$ cat config.mk
export PLATFORM = sky130hd
export DESIGN_NAME = mult_iter_16b
export DESIGN_NICKNAME = d
export VERILOG_FILES = /design/src/rtl/mult_iter_16b.sv
export SDC_FILE = /design/constraint.sdc
export NUM_CORES = 1
export LEC_CHECK = 0
export CAP_MARGIN = 20
export CORE_UTILIZATION = 44
export CTS_BUF_LIST = sky130_fd_sc_hd__clkbuf_16
export CTS_CLUSTER_DIAMETER = 30
export DETAILED_ROUTE_END_ITERATION = 16
export GPL_TIMING_DRIVEN = 0
export PLACE_DENSITY = 0.69
export SYNTH_ARGS = -nofsm -noshare
export SYNTH_HDL_FRONTEND = slang
export SYNTH_SLANG_ARGS = --single-unit
$ cat constraint.sdc
create_clock -name clk -period 3.44 [get_ports clk]
set_clock_uncertainty 0.1 [all_clocks]
set_input_delay 0.688 -clock clk [delete_from_list [all_inputs] [get_ports clk]]
set_output_delay 0.688 -clock clk [all_outputs]
set_load 0.01 [all_outputs]
$ cat src/rtl/mult_iter_16b.sv
//==============================================================================
// Module   : mult_iter_16b (with cla_16b)
// Purpose  : Iterative 16x16->32 shift-add multiplier driving one 16-bit CLA.
//            Optional signed mode when MULT_SIGNED_EN is defined.
// Revision : 1.0 - initial release
//==============================================================================
`default_nettype none

module cla_16b (
  input  logic [15:0] x,
  input  logic [15:0] y,
  input  logic        cin,
  output logic [15:0] sum,
  output logic        cout
);

  logic [15:0] g;
  logic [15:0] p;
  logic [15:0] c;
  logic [3:0]  gg;
  logic [3:0]  pg;
  logic [4:0]  cg;

  assign g = x & y;
  assign p = x ^ y;

  // Per-nibble lookahead: local carries from the group carry-in, plus group G/P.
  for (genvar i = 0; i < 4; i++) begin : g_grp
    logic [3:0] gl;
    logic [3:0] pl;
    assign gl = g[4*i +: 4];
    assign pl = p[4*i +: 4];

    assign c[4*i]     = cg[i];
    assign c[4*i + 1] = gl[0] | (pl[0] & cg[i]);
    assign c[4*i + 2] = gl[1] | (pl[1] & gl[0]) | (pl[1] & pl[0] & cg[i]);
    assign c[4*i + 3] = gl[2] | (pl[2] & gl[1]) | (pl[2] & pl[1] & gl[0])
                      | (pl[2] & pl[1] & pl[0] & cg[i]);

    assign gg[i] = gl[3] | (pl[3] & gl[2]) | (pl[3] & pl[2] & gl[1])
                 | (pl[3] & pl[2] & pl[1] & gl[0]);
    assign pg[i] = &pl;
  end

  assign cg[0] = cin;
  assign cg[1] = gg[0] | (pg[0] & cin);
  assign cg[2] = gg[1] | (pg[1] & gg[0]) | (pg[1] & pg[0] & cin);
  assign cg[3] = gg[2] | (pg[2] & gg[1]) | (pg[2] & pg[1] & gg[0])
               | (pg[2] & pg[1] & pg[0] & cin);
  assign cg[4] = gg[3] | (pg[3] & gg[2]) | (pg[3] & pg[2] & gg[1])
               | (pg[3] & pg[2] & pg[1] & gg[0])
               | (pg[3] & pg[2] & pg[1] & pg[0] & cin);

  assign sum  = p ^ c;
  assign cout = cg[4];

endmodule

module mult_iter_16b #(
  parameter int N     = 16,
  parameter int CNT_W = 4
) (
  input  logic             clk,
  input  logic             rst,
  input  logic             start,
  input  logic [N-1:0]     a,
  input  logic [N-1:0]     b,
`ifdef MULT_SIGNED_EN
  input  logic             signed_op,
`endif
  output logic             busy,
  output logic             done,
  output logic [2*N-1:0]   product
);

  localparam logic [1:0] IDLE = 2'd0;
  localparam logic [1:0] RUN  = 2'd1;
  localparam logic [1:0] DONE = 2'd2;

  localparam logic [CNT_W-1:0] LAST_CNT = CNT_W'(N - 1);

  logic [1:0]       state;
  logic [1:0]       state_nxt;
  logic [CNT_W-1:0] cnt;
  logic [N-1:0]     mcand;
  logic [N-1:0]     mplr;
  logic [N-1:0]     hi;
  logic             neg;

  logic             accept;
  logic [N-1:0]     add_op;
  logic [N-1:0]     sum_w;
  logic             carry_w;
  logic [2*N-1:0]   step_w;
  logic [2*N-1:0]   final_w;
  logic [N-1:0]     a_mag;
  logic [N-1:0]     b_mag;
  logic             neg_nxt;

  assign accept = start && (state != RUN);

`ifdef MULT_SIGNED_EN
  // Magnitudes of 0x8000 stay 0x8000, which is exact when read as unsigned.
  assign a_mag   = (signed_op && a[N-1]) ? (~a + 1'b1) : a;
  assign b_mag   = (signed_op && b[N-1]) ? (~b + 1'b1) : b;
  assign neg_nxt = signed_op && (a[N-1] ^ b[N-1]);
`else
  assign a_mag   = a;
  assign b_mag   = b;
  assign neg_nxt = 1'b0;
`endif

  assign add_op = mplr[0] ? mcand : '0;

  cla_16b u_cla (
    .x    (hi),
    .y    (add_op),
    .cin  (1'b0),
    .sum  (sum_w),
    .cout (carry_w)
  );

  // Lower 32 bits of the 33-bit {carry, sum, mplr} >> 1.
  assign step_w  = {carry_w, sum_w, mplr[N-1:1]};
  assign final_w = neg ? (~step_w + 1'b1) : step_w;

  always_ff @(posedge clk or posedge rst) begin
    if (rst) begin
      state <= IDLE;
    end else begin
      state <= state_nxt;
    end
  end

  always_comb begin
    state_nxt = state;
    case (state)
      IDLE:    if (start) state_nxt = RUN;
      RUN:     if (cnt == LAST_CNT) state_nxt = DONE;
      DONE:    state_nxt = start ? RUN : IDLE;
      default: state_nxt = IDLE;
    endcase
  end

  always_comb begin
    busy = 1'b0;
    done = 1'b0;
    case (state)
      RUN:     busy = 1'b1;
      DONE:    done = 1'b1;
      default: ;
    endcase
  end

  always_ff @(posedge clk or posedge rst) begin
    if (rst) begin
      cnt     <= '0;
      mcand   <= '0;
      mplr    <= '0;
      hi      <= '0;
      neg     <= 1'b0;
      product <= '0;
    end else if (accept) begin
      cnt   <= '0;
      mcand <= a_mag;
      mplr  <= b_mag;
      hi    <= '0;
      neg   <= neg_nxt;
    end else if (state == RUN) begin
      hi   <= step_w[2*N-1:N];
      mplr <= step_w[N-1:0];
      cnt  <= cnt + 1'b1;
      if (cnt == LAST_CNT) begin
        product <= final_w;
      end
    end
  end

endmodule

`default_nettype wire

==> results.md, run 1 <==
* N_diodes at 0
* Crit Path Category: reg2reg
* Predominant post-synthesis flop cell: dfrtp_1
* Synthesis Warnings at 0
* TritonCTS Buffers at 9
* HPWL after DPL at 7.463 mm
* GPL Wtd Cong at 0.8998
* Layout net count at 565
* Top cell type by total area after synthesis: dfrtp_1
* Async set-reset flop share out of synthesis at 1.000
* I/O Buffers at 67
* First-pass GRT wire length at 16.84 mm
* Grt ovf at 0
* Hold Vio Cnt, Final at 0
* Die Area at 0.01022 sq mm
* Data required time of the worst path at 3540 ps
* Slew Limit Fails at 0
* TritonCTS clock tree: built
* Total GRT Usage at 0.2167
* Slowest cell on the critical path: dfrtp_2
* WP data arrival at 3370 ps
* RSZ-0062 raised after global routing: no
* Final TNS setup at 0 ps
* Max H-tree Level at 3
* Int Power at 0.003174 W
* Post-DR wirelength/cell at 15.68 microns
* Crit end category: flip-flop
* Slew headroom at 0.6091
* Vias in the first global route at 3403
* Area grow syn2layout at 27.37%
* Core area at 0.009371 sq mm
* Sequential power share at 0.354
* Syn Nets at 487
* Share of cells above drive strength 1 at 0.1031
* Initial Utilization at 0.4610
* DRC at 0
* LEAKAGE at 2.521 nW
* Combinational power share at 0.441
* Clk pwr share at 0.206
* Fin area at 0.005503 sq mm
* Syn Std Cell Area at 0.004320 sq mm
* Mean Syn Cell Area at 10.02 sq um
* Initial antenna violation count at 0
* Switch Pwr at 0.001926 W
* CTS max path bufs at 2
* Sequential fraction of the synthesis area at 0.4981
* DRT iter0 DRCs at 251
* Final wirelength at 10.08 mm
* Placed inst area at 0.005182 sq mm
* Vias/cell at 5.308
* Storage cell area at 0.002153 sq mm
* DR vias at 3413
* Max Cap Viol at 0
* Post-synth EDFFs at 0
* Worst path cell trace: and2_1 > ha_1 > and4_4 > a211oi_2 > inv_1 > a31o_2 > a21bo_2 > fa_1 > xnor2_1 > o21ai_0
* Fmax at 0.3057 GHz
* Synth Instances at 431
* Drt first pass iters at 6
* Hold WS at 374.8 ps
* Worst Tran Pin Value at 586.4 ps
* Top post-synthesis cells by area: dfrtp_1 (50%), nand2_1 (9.2%), ha_1 (4.9%), o21ai_0 (4.9%), mux2_2 (4.2%)
* Critical Path Source Type: flip-flop
* FILL cells at 860
* Yosys reg bits at 86
* Hold_buf cts at 0
* Power Dens Cells at 926.8 mW/mm^2
* Synth top area share at 0.4981
* WP buf/inv at 1
* Largest net degree at the start of global routing at 58
* I/O pins at 69
* Endpoints failing setup at 0
* Root buffer cell: clkbuf_16
* Footprint of the multi-input gates at 0.002043 sq mm
* Max stage delay on crit path at 490 ps
* Switching Fraction at 0.3776
* VDD IR-drop max at 0.0003769 V
* Clock latency on the worst-skew pair at 340 ps
* Yosys cell types at 56
* Crit path max-delay family: compound AO/OA/AOI/OAI gates
* Num rows at 35
* CTS sink cnt at 86
* Crit-path max FO at 17
* Fin crit period at 3271 ps
* Final period utilization at 0.9508
* Outcome: completed
* Worst-path clk slew at 70 ps
* Routed Antenna Nets at 0
* Die Ht at 101.1 microns
* Total Power at 0.005100 W
* Fin util at 0.5872
* Min-Delay Path Class: reg2reg
* Die W at 101.1 microns
[layer usage]
layer  vias to the layer above  part of all wire  global-route usage
li1                       1658                 -                   -
met4                         0             0.025             0.08473
met2                        89              0.47              0.3417
met1                      1647              0.46              0.2966
met5                         -                 0                   0
met3                        19             0.042             0.03953
[worst reg2reg max path, stage by stage, from the launching register on]
cell	delay, ps
dfrtp_2	490
and2_1	210
ha_1	360
and4_4	230
a211oi_2	340
inv_1	140
a31o_2	270
a21bo_2	220
fa_1	380
xnor2_1	270
o21ai_0	120
[layout by cell type (no fill, tap or decap), types with 9 or more instances in the layout]
cell	n
o21ai_0	42
clkdlybuf4s50_1	67
and2_1	16
mux2_2	16
clkbuf_16	9
inv_1	10
nand3_1	15
dfrtp_1	85
ha_1	17
nand2_1	106
clkbuf_1	14
mux2i_1	17
[layout make-up]
cell class,instances,share of cell area
sequential,86,0.3913
multi-input combinational,313,0.3713
timing repair buffer,68,0.1269
clock buffer,9,0.04093
tap,129,0.02933
clock inverter,7,0.01774
buffer,20,0.01455
inverter,11,0.007958
[logic make-up after synthesis]
kind of cell / synth area share
simple gates: 0.1868
flops: 0.4981
compound gates: 0.1251
mux: 0.08109
buf+inv: 0.02896
fa+ha+maj: 0.06777
xor+xnor: 0.01216
[repair_timing]
item,CTS,global route
buffers inserted,0,0
resized for setup,0,1
setup endpoints to repair,2,3
[Yosys cell counts (all sizes together) (2+ instances only)]
cell type and count:
or2b 2, and2 16, fa 4, nand4 3
o21ai 43, ha 17, and4 2, a21oi 8
xnor2 5, mux2 16, nor4 3, nand2 106
buf 6, a21o 5, or4 4, o31ai 4
and3 2, clkbuf 15, inv 11, o31a 3
nand3 15, o21a 2, nor2 8, a31oi 2
nor3 3, dfrtp 86, mux2i 17, or3 3
o211ai 2
[state kept, by name, summed over array words and instances (netlist names)]
name,count
mcand,16
hi,16
mplr,16
state,2
cnt,4
product,32
[stage by stage]
step | cells | worst slack, ps
after detailed placement | 628 | -11.88
after floorplan | 431 | 430.2
final | 643 | 169.1
after global routing | 643 | 5.757
after global placement | 627 | -900.2
after CTS | 643 | 121.9
[power by group through the flow]
stage / Clock, W / Sequential [W] / Combinational [W]
final: 0.00105 / 0.00180 / 0.00225
after global routing: 0.00111 / 0.00187 / 0.00251
after CTS: 0.00107 / 0.00180 / 0.00225
after detailed placement: 0 / 0.00181 / 0.00225
after global placement: 0 / 0.00179 / 0.00217
after floorplan: 0 / 0.00181 / 0.00137
[final timing paths]
kind	start	end	slack [ps]	cells after the start
min in group asynchronous	rst	product[13]	590	2
hold / removal	product[6]	product[6]	370	2
hold reg to reg	product[6]	product[6]	370	2
setup reg to reg	mplr[0]	product[28]	170	10
setup / recovery	mplr[0]	product[28]	170	10
max in group asynchronous	rst	mplr[0]	2030	3
No activity file was read; power rests on OpenSTA's default activity.
==> run 2: changes to the inputs <==
--- a/config.mk
+++ b/config.mk
@@ -11,7 +11,8 @@
 export CTS_CLUSTER_DIAMETER = 30
 export DETAILED_ROUTE_END_ITERATION = 16
 export GPL_TIMING_DRIVEN = 0
-export PLACE_DENSITY = 0.69
+export PLACE_DENSITY = 0.68
 export SYNTH_ARGS = -nofsm -noshare
 export SYNTH_HDL_FRONTEND = slang
+export SYNTH_HIERARCHICAL = 1
 export SYNTH_SLANG_ARGS = --single-unit
==> run 2 against run 1 <==
Net effect:
- total power down 1.7%
- worst setup slack gained 48 ps
- maximum frequency is 1.5% higher
- global-route usage fell by 3.5 points
- cell area increased by 1.0%
- via count is 12% lower
- utilization decreased by 1.6 points
- die area increased by 1.4%
- cell count decreased by 7.2%
- largest cell class unchanged
==> results.md, run 2 <==
* Outcome: completed
* Yosys cell types at 44 (-21%)
* Total GRT Usage at 0.1821 (-0.03452)
* Vias in the first global route at 2867 (-16%)
* Met3 Resource Use GR at 0.02553 (-0.01399)
* Synth top area share at 0.4913 (-0.006829)
* Predominant post-synthesis flop cell: dfrtp_1
* N_diodes at 0 (unchanged)
* Non-filler cells, final at 597 (-7.2%)
* Num rows at 36 (+2.9%)
* TritonCTS clock tree: built
* Gr busiest metal: met2
* Post-DR wirelength/cell at 14.53 microns (-7.4%)
* Data required time of the worst path at 3560 ps (+20 ps)
* VDD IR-drop max at 0.0003506 V (-7.0%)
* Grt ovf at 0 (unchanged)
* Slew Limit Fails at 0 (unchanged)
* Fin crit period at 3223 ps (-47.91 ps)
* Most common cell after layout, fill and taps aside: dfrtp_1
* Final TNS setup at 0 ps (unchanged)
* Initial Utilization at 0.4502 (-0.01078)
* I/O pins at 69 (unchanged)
* TritonCTS Buffers at 9 (unchanged)
* Crit-path max FO at 10 (-7)
* Routed Antenna Nets at 0 (unchanged)
* Crit Path Category: reg2reg
* Power Dens Cells at 902.0 mW/mm^2 (-2.7%)
* LEAKAGE at 2.579 nW (+2.3%)
* CTS max path bufs at 2 (unchanged)
* DR vias at 3005 (-12%)
* Mean Syn Cell Area at 11.56 sq um (+15%)
* Slew headroom at 0.6622 (+0.05309)
* RSZ-0062 raised after global routing: no
* DRT iter0 DRCs at 156 (-38%)
* CTS sink cnt at 86 (unchanged)
* Post-CTS Setup Bufs at 0 (unchanged)
* DRC at 0 (unchanged)
* Die Ht at 101.8 microns (+0.68%)
* Worst-path clk slew at 70 ps (about the same)
* Post-Place Cells at 581 (-7.5%)
* Total Power at 0.005014 W (-1.7%)
* Hold WS at 400.0 ps (+25.12 ps)
* Most numerous cell in the Yosys netlist: dfrtp_1
* Crit end category: flip-flop
* Root buffer cell: clkbuf_16
* FILL cells at 858 (-0.23%)
* Top reg by flops: product
* Die Area at 0.01036 sq mm (+1.4%)
* Async set-reset flop share out of synthesis at 1.000 (unchanged)
* Fmax at 0.3103 GHz (+1.5%)
* Share of cells above drive strength 1 at 0.1853 (+0.08223)
* Max reg flops at 32 (unchanged)
* Final period utilization at 0.9369 (-0.01393)
* Clock latency on the worst-skew pair at 340 ps (about the same)
* Initial antenna violation count at 0 (unchanged)
* Drt first pass iters at 4 (-2)
* Critical Path Source Type: flip-flop
* Commonest cells in the netlist: dfrtp_1 (86), nand2_1 (51), o21ai_0 (38), mux2_4 (29), mux2_2 (19)
* WP data arrival at 3340 ps (-30 ps)
* Yosys reg bits at 86 (unchanged)
* Met2 usage at 0.2817 (-0.06000)
* M1 GR Usage at 0.2623 (-0.03435)
* Worst Tran Pin Value at 506.8 ps (-79.64 ps)
* I/O Buffers at 67 (unchanged)
* Synthesis Warnings at 6 (+6)
* Top cell type by total area after synthesis: dfrtp_1
* HPWL after DPL at 6.139 mm (-18%)
* Layout net count at 515 (-8.8%)
* Core area at 0.009729 sq mm (+3.8%)
* Most frequent cells in the layout: dfrtp_1 (86), clkdlybuf4s50_1 (67), nand2_1 (51)
* Endpoints failing setup at 0 (unchanged)
* Vias/cell at 5.034 (-5.2%)
* Area grow syn2layout at 26.91%
* Synth Instances at 379 (-12%)
* GPL Wtd Cong at 0.8510 (-5.4%)
* Die W at 101.8 microns (+0.68%)
* Max H-tree Level at 3 (unchanged)
* Largest net degree at the start of global routing at 64 (+10%)
* Sequential fraction of the synthesis area at 0.4913 (-0.006829)
* Syn Std Cell Area at 0.004380 sq mm (+1.4%)
* Final wirelength at 8.674 mm (-14%)
* Hold Vio Cnt, Final at 0 (unchanged)
* Max Cap Viol at 0 (unchanged)
* First-pass GRT wire length at 14.35 mm (-15%)
* Min-Delay Path Class: reg2reg
* Post-synth EDFFs at 0 (unchanged)
* Top post-synthesis cells by area: dfrtp_1 (49%), mux2_4 (9.9%), mux2_2 (4.9%), ha_1 (4.9%), nand2_1 (4.4%)
-- run 2: cell types whose count changed in the layout (fill, tap and decap cells not counted), sizes merged, moves of 5 or more --
| cell | before | now |
|---|---|---|
| inv | 13 | 18 |
| buf | 7 | 14 |
| nand3 | 15 | 6 |
| mux2 | 16 | 48 |
| nand2 | 106 | 52 |
| clkbuf | 23 | 14 |
| xor2 | 1 | 6 |
-- run 2: logic make-up after synthesis --
group	count (synthesis)	share of synthesized area
muxes	65	0.1871
DFF	86	0.4913
adders and majority gates	21	0.06684
buffers and inverters	34	0.04027
other	1	0.0008561
xor gates and xnor gates	11	0.02199
and+or+nand+nor	97	0.1043
AOI/OAI and AO/OA	64	0.08740
-- run 2: critical path, stage by stage, from the launching register on --
cell and delay, ps:
dfrtp_1 470, buf_2 220, and2_1 150, ha_1 360
a211oi_2 310, o21ai_1 150, o211a_1 230, nor2_1 150
o21ai_0 150, fa_1 390, xor2_1 160, mux2_2 260
-- run 2: final timing paths --
kind	startpoint	endpoint	slack [ps]	depth (start not counted)
min in group asynchronous	rst	product[10]	560	2
max reg2reg	mplr[0]	product[28]	220	11
min reg2reg	mcand[10]	mcand[10]	400	1
min	mcand[10]	mcand[10]	400	1
max in group asynchronous	rst	product[23]	2080	3
max	mplr[0]	product[28]	220	11
-- run 2: final cells by class --
| type | instances | area [sq um] | area share |
|---|---|---|---|
| timing repair buffer | 68 | 698.2 | 0.1256 |
| clock buffer | 9 | 225.2 | 0.04051 |
| tap | 133 | 166.4 | 0.02993 |
| inverter | 16 | 65.06 | 0.01170 |
| sequential | 86 | 2152 | 0.3871 |
| buffer | 18 | 115.1 | 0.02071 |
| multi-input combinational | 260 | 2056 | 0.3698 |
| clock inverter | 7 | 81.33 | 0.01463 |
-- run 2: what timing repair did --
action,4_1_cts,5_1_grt
endpoints found under the setup margin,0,3
hold buffers,0,0
resized for setup,0,3
endpoints found under the hold margin,0,0
-- run 2: stage by stage --
stage / setup slack [ps] / util / area, sq um
2_1_floorplan: 430.2 / - / 4384
3_3_place_gp: -980.4 / 0.5367 / 5221
3_5_place_dp: 100.6 / 0.5397 / 5251
4_1_cts: 69.38 / 0.5712 / 5558
5_1_grt: 14.65 / 0.5714 / 5559
6_report: 217.0 / 0.5714 / 5559
-- run 2: metal layers --
layer  vias up  share of wire
met5         -              0
met4         0          0.015
met3        11          0.024
met2        60           0.47
met1      1469           0.49
li1       1465              -
-- run 2: report_power, final --
group,internal (W),switching [W]
Clock,0.000573,0.000424
Sequential,0.00148,0.000291
Combinational,0.00118,0.00107
Total,0.00323,0.00179
==> run 3: changes to the inputs <==
--- a/config.mk
+++ b/config.mk
@@ -5,13 +5,14 @@
 export SDC_FILE = /design/constraint.sdc
 export NUM_CORES = 1
 export LEC_CHECK = 0
-export CAP_MARGIN = 20
 export CORE_UTILIZATION = 44
 export CTS_BUF_LIST = sky130_fd_sc_hd__clkbuf_16
 export CTS_CLUSTER_DIAMETER = 30
 export DETAILED_ROUTE_END_ITERATION = 16
 export GPL_TIMING_DRIVEN = 0
 export PLACE_DENSITY = 0.68
+export SETUP_SLACK_MARGIN = 0.05
+export SKIP_LAST_GASP = 1
 export SYNTH_ARGS = -nofsm -noshare
 export SYNTH_HDL_FRONTEND = slang
 export SYNTH_HIERARCHICAL = 1
==> run 3 against run 2 <==
Net effect:
- non-clock buffer count stayed put
- cell count stayed put
- largest cell class unchanged
- combinational power hardly changed
- critical path type unchanged
==> results.md, run 3 (synthesis results as in run 2) <==
* Outcome: completed
* Metal-1 WL at 4.279 mm (+0.87%)
* Total GRT Usage at 0.1821 (unchanged)
* Slew headroom at 0.6618 (about the same)
* Die W at 101.8 microns (unchanged)
* Layout net count at 515 (unchanged)
* Slew Limit Fails at 0 (unchanged)
* Most frequent cells in the layout: dfrtp_1 (86), clkdlybuf4s50_1 (67), nand2_1 (51)
* Max reg flops at 32 (unchanged)
* Share of cells above drive strength 1 at 0.1853 (unchanged)
* Met2 WL at 4.057 mm (-0.76%)
* TritonCTS clock tree: built
* Core area at 0.009729 sq mm (unchanged)
* Die Ht at 101.8 microns (unchanged)
* RSZ-0062 raised after global routing: no
* Final wirelength at 8.690 mm (+0.18%)
* Crit-path max FO at 10 (unchanged)
* DRC at 0 (unchanged)
* Worst-path clk slew at 70 ps (about the same)
* Clock latency on the worst-skew pair at 340 ps (about the same)
* Routed Antenna Nets at 0 (unchanged)
* CTS sink cnt at 86 (unchanged)
* Power Dens Cells at 902.6 mW/mm^2 (about the same)
* Post-CTS Setup Bufs at 0 (unchanged)
* Endpoints failing setup at 0 (unchanged)
* Vias/cell at 4.997 (-0.73%)
* N_diodes at 0 (unchanged)
* Data required time of the worst path at 3560 ps (about the same)
* Final period utilization at 0.9278 (-0.009148)
* Post_cts resized at 0 (unchanged)
* Hold Vio Cnt, Final at 0 (unchanged)
* Max H-tree Level at 3 (unchanged)
* Post-DR wirelength/cell at 14.56 microns (+0.18%)
* Fmax at 0.3133 GHz (+0.99%)
* Met3 routed WL at 224 microns (+6.2%)
* Crit Path Category: reg2reg
* WP data arrival at 3310 ps (-30 ps)
* Hold WS at 399.8 ps (-0.1890 ps)
* GPL Wtd Cong at 0.8510 (unchanged)
* Fin crit period at 3191 ps (-31.47 ps)
* Grt ovf at 0 (unchanged)
* Drt first pass iters at 4 (unchanged)
* DR vias at 2983 (-0.73%)
* Largest net degree at the start of global routing at 64 (unchanged)
* Worst Tran Pin Value at 507.4 ps (+0.5884 ps)
* Num rows at 36 (unchanged)
* Crit end category: flip-flop
* Min-Delay Path Class: reg2reg
* I/O Buffers at 67 (unchanged)
* Critical Path Source Type: flip-flop
* TritonCTS Buffers at 9 (unchanged)
* Die Area at 0.01036 sq mm (unchanged)
* LEAKAGE at 2.579 nW (about the same)
* I/O pins at 69 (unchanged)
* DRT iter0 DRCs at 168 (+7.7%)
* First-pass GRT wire length at 14.35 mm (unchanged)
* VDD IR-drop max at 0.0003495 V (-0.32%)
* Max Cap Viol at 0 (unchanged)
* Area grow syn2layout at 26.96% (about the same)
* Hold_buf cts at 0 (unchanged)
* CTS max path bufs at 2 (unchanged)
* Initial Utilization at 0.4502 (unchanged)
* Final TNS setup at 0 ps (unchanged)
* Max layer used: met4
* Vias in the first global route at 2867 (unchanged)
* Most common cell after layout, fill and taps aside: dfrtp_1
* Root buffer cell: clkbuf_16
* Initial antenna violation count at 0 (unchanged)
* Total Power at 0.005020 W (+0.11%)
* HPWL after DPL at 6.139 mm (unchanged)
* Top reg by flops: product
[run 3: layout make-up]
type                    count  area (sq um)
clock buffers               9         225.2
fillers                   859          4168
flip-flops and latches     86          2152
multi-input cells         260          2056
inverters                  16         65.06
repair buffers             68         698.2
plain buffers              18         117.6
well taps                 133         166.4
clock inverters             7         81.33
[run 3: report_power, final]
group          switching, W  internal (W)
Combinational       0.00107       0.00118
Clock              0.000424      0.000573
Sequential         0.000291       0.00148
[run 3: worst paths after layout]
check	slack, ps	startpoint	cells past startpoint	end
max	250	mplr[0]	11	product[28]
min	400	mcand[10]	1	mcand[10]
max reg2reg	250	mplr[0]	11	product[28]
min reg2reg	400	mcand[10]	1	mcand[10]
max in group asynchronous	2080	rst	3	product[23]
min in group asynchronous	560	rst	2	product[10]
[run 3: metrics by stage]
step / setup WS [ps] / util / area [sq um] / instances
final: 248.5 / 0.5716 / 5562 / 597
after global routing: 60.03 / 0.5716 / 5562 / 597
after CTS: 69.38 / 0.5712 / 5558 / 597
after detailed placement: 100.6 / 0.5397 / 5251 / 581
after global placement: -980.4 / 0.5367 / 5221 / 580
after floorplan: 430.2 / - / 4384 / 380
[run 3: per-layer routing]
metal,track usage,up-vias
met4,0.06355,0
met1,0.2623,1454
li1,-,1463
met5,0,-
met3,0.02553,10
met2,0.2817,56
[run 3: critical path: stages (launching register included)]
cell and delay [ps]:
dfrtp_1 470, clkbuf_4 220, and2_1 150, ha_1 360, a211oi_2 280, o21ai_1 140, o211a_1 230, nor2_1 140
o21ai_0 150, fa_1 390, xor2_1 160, mux2_2 270
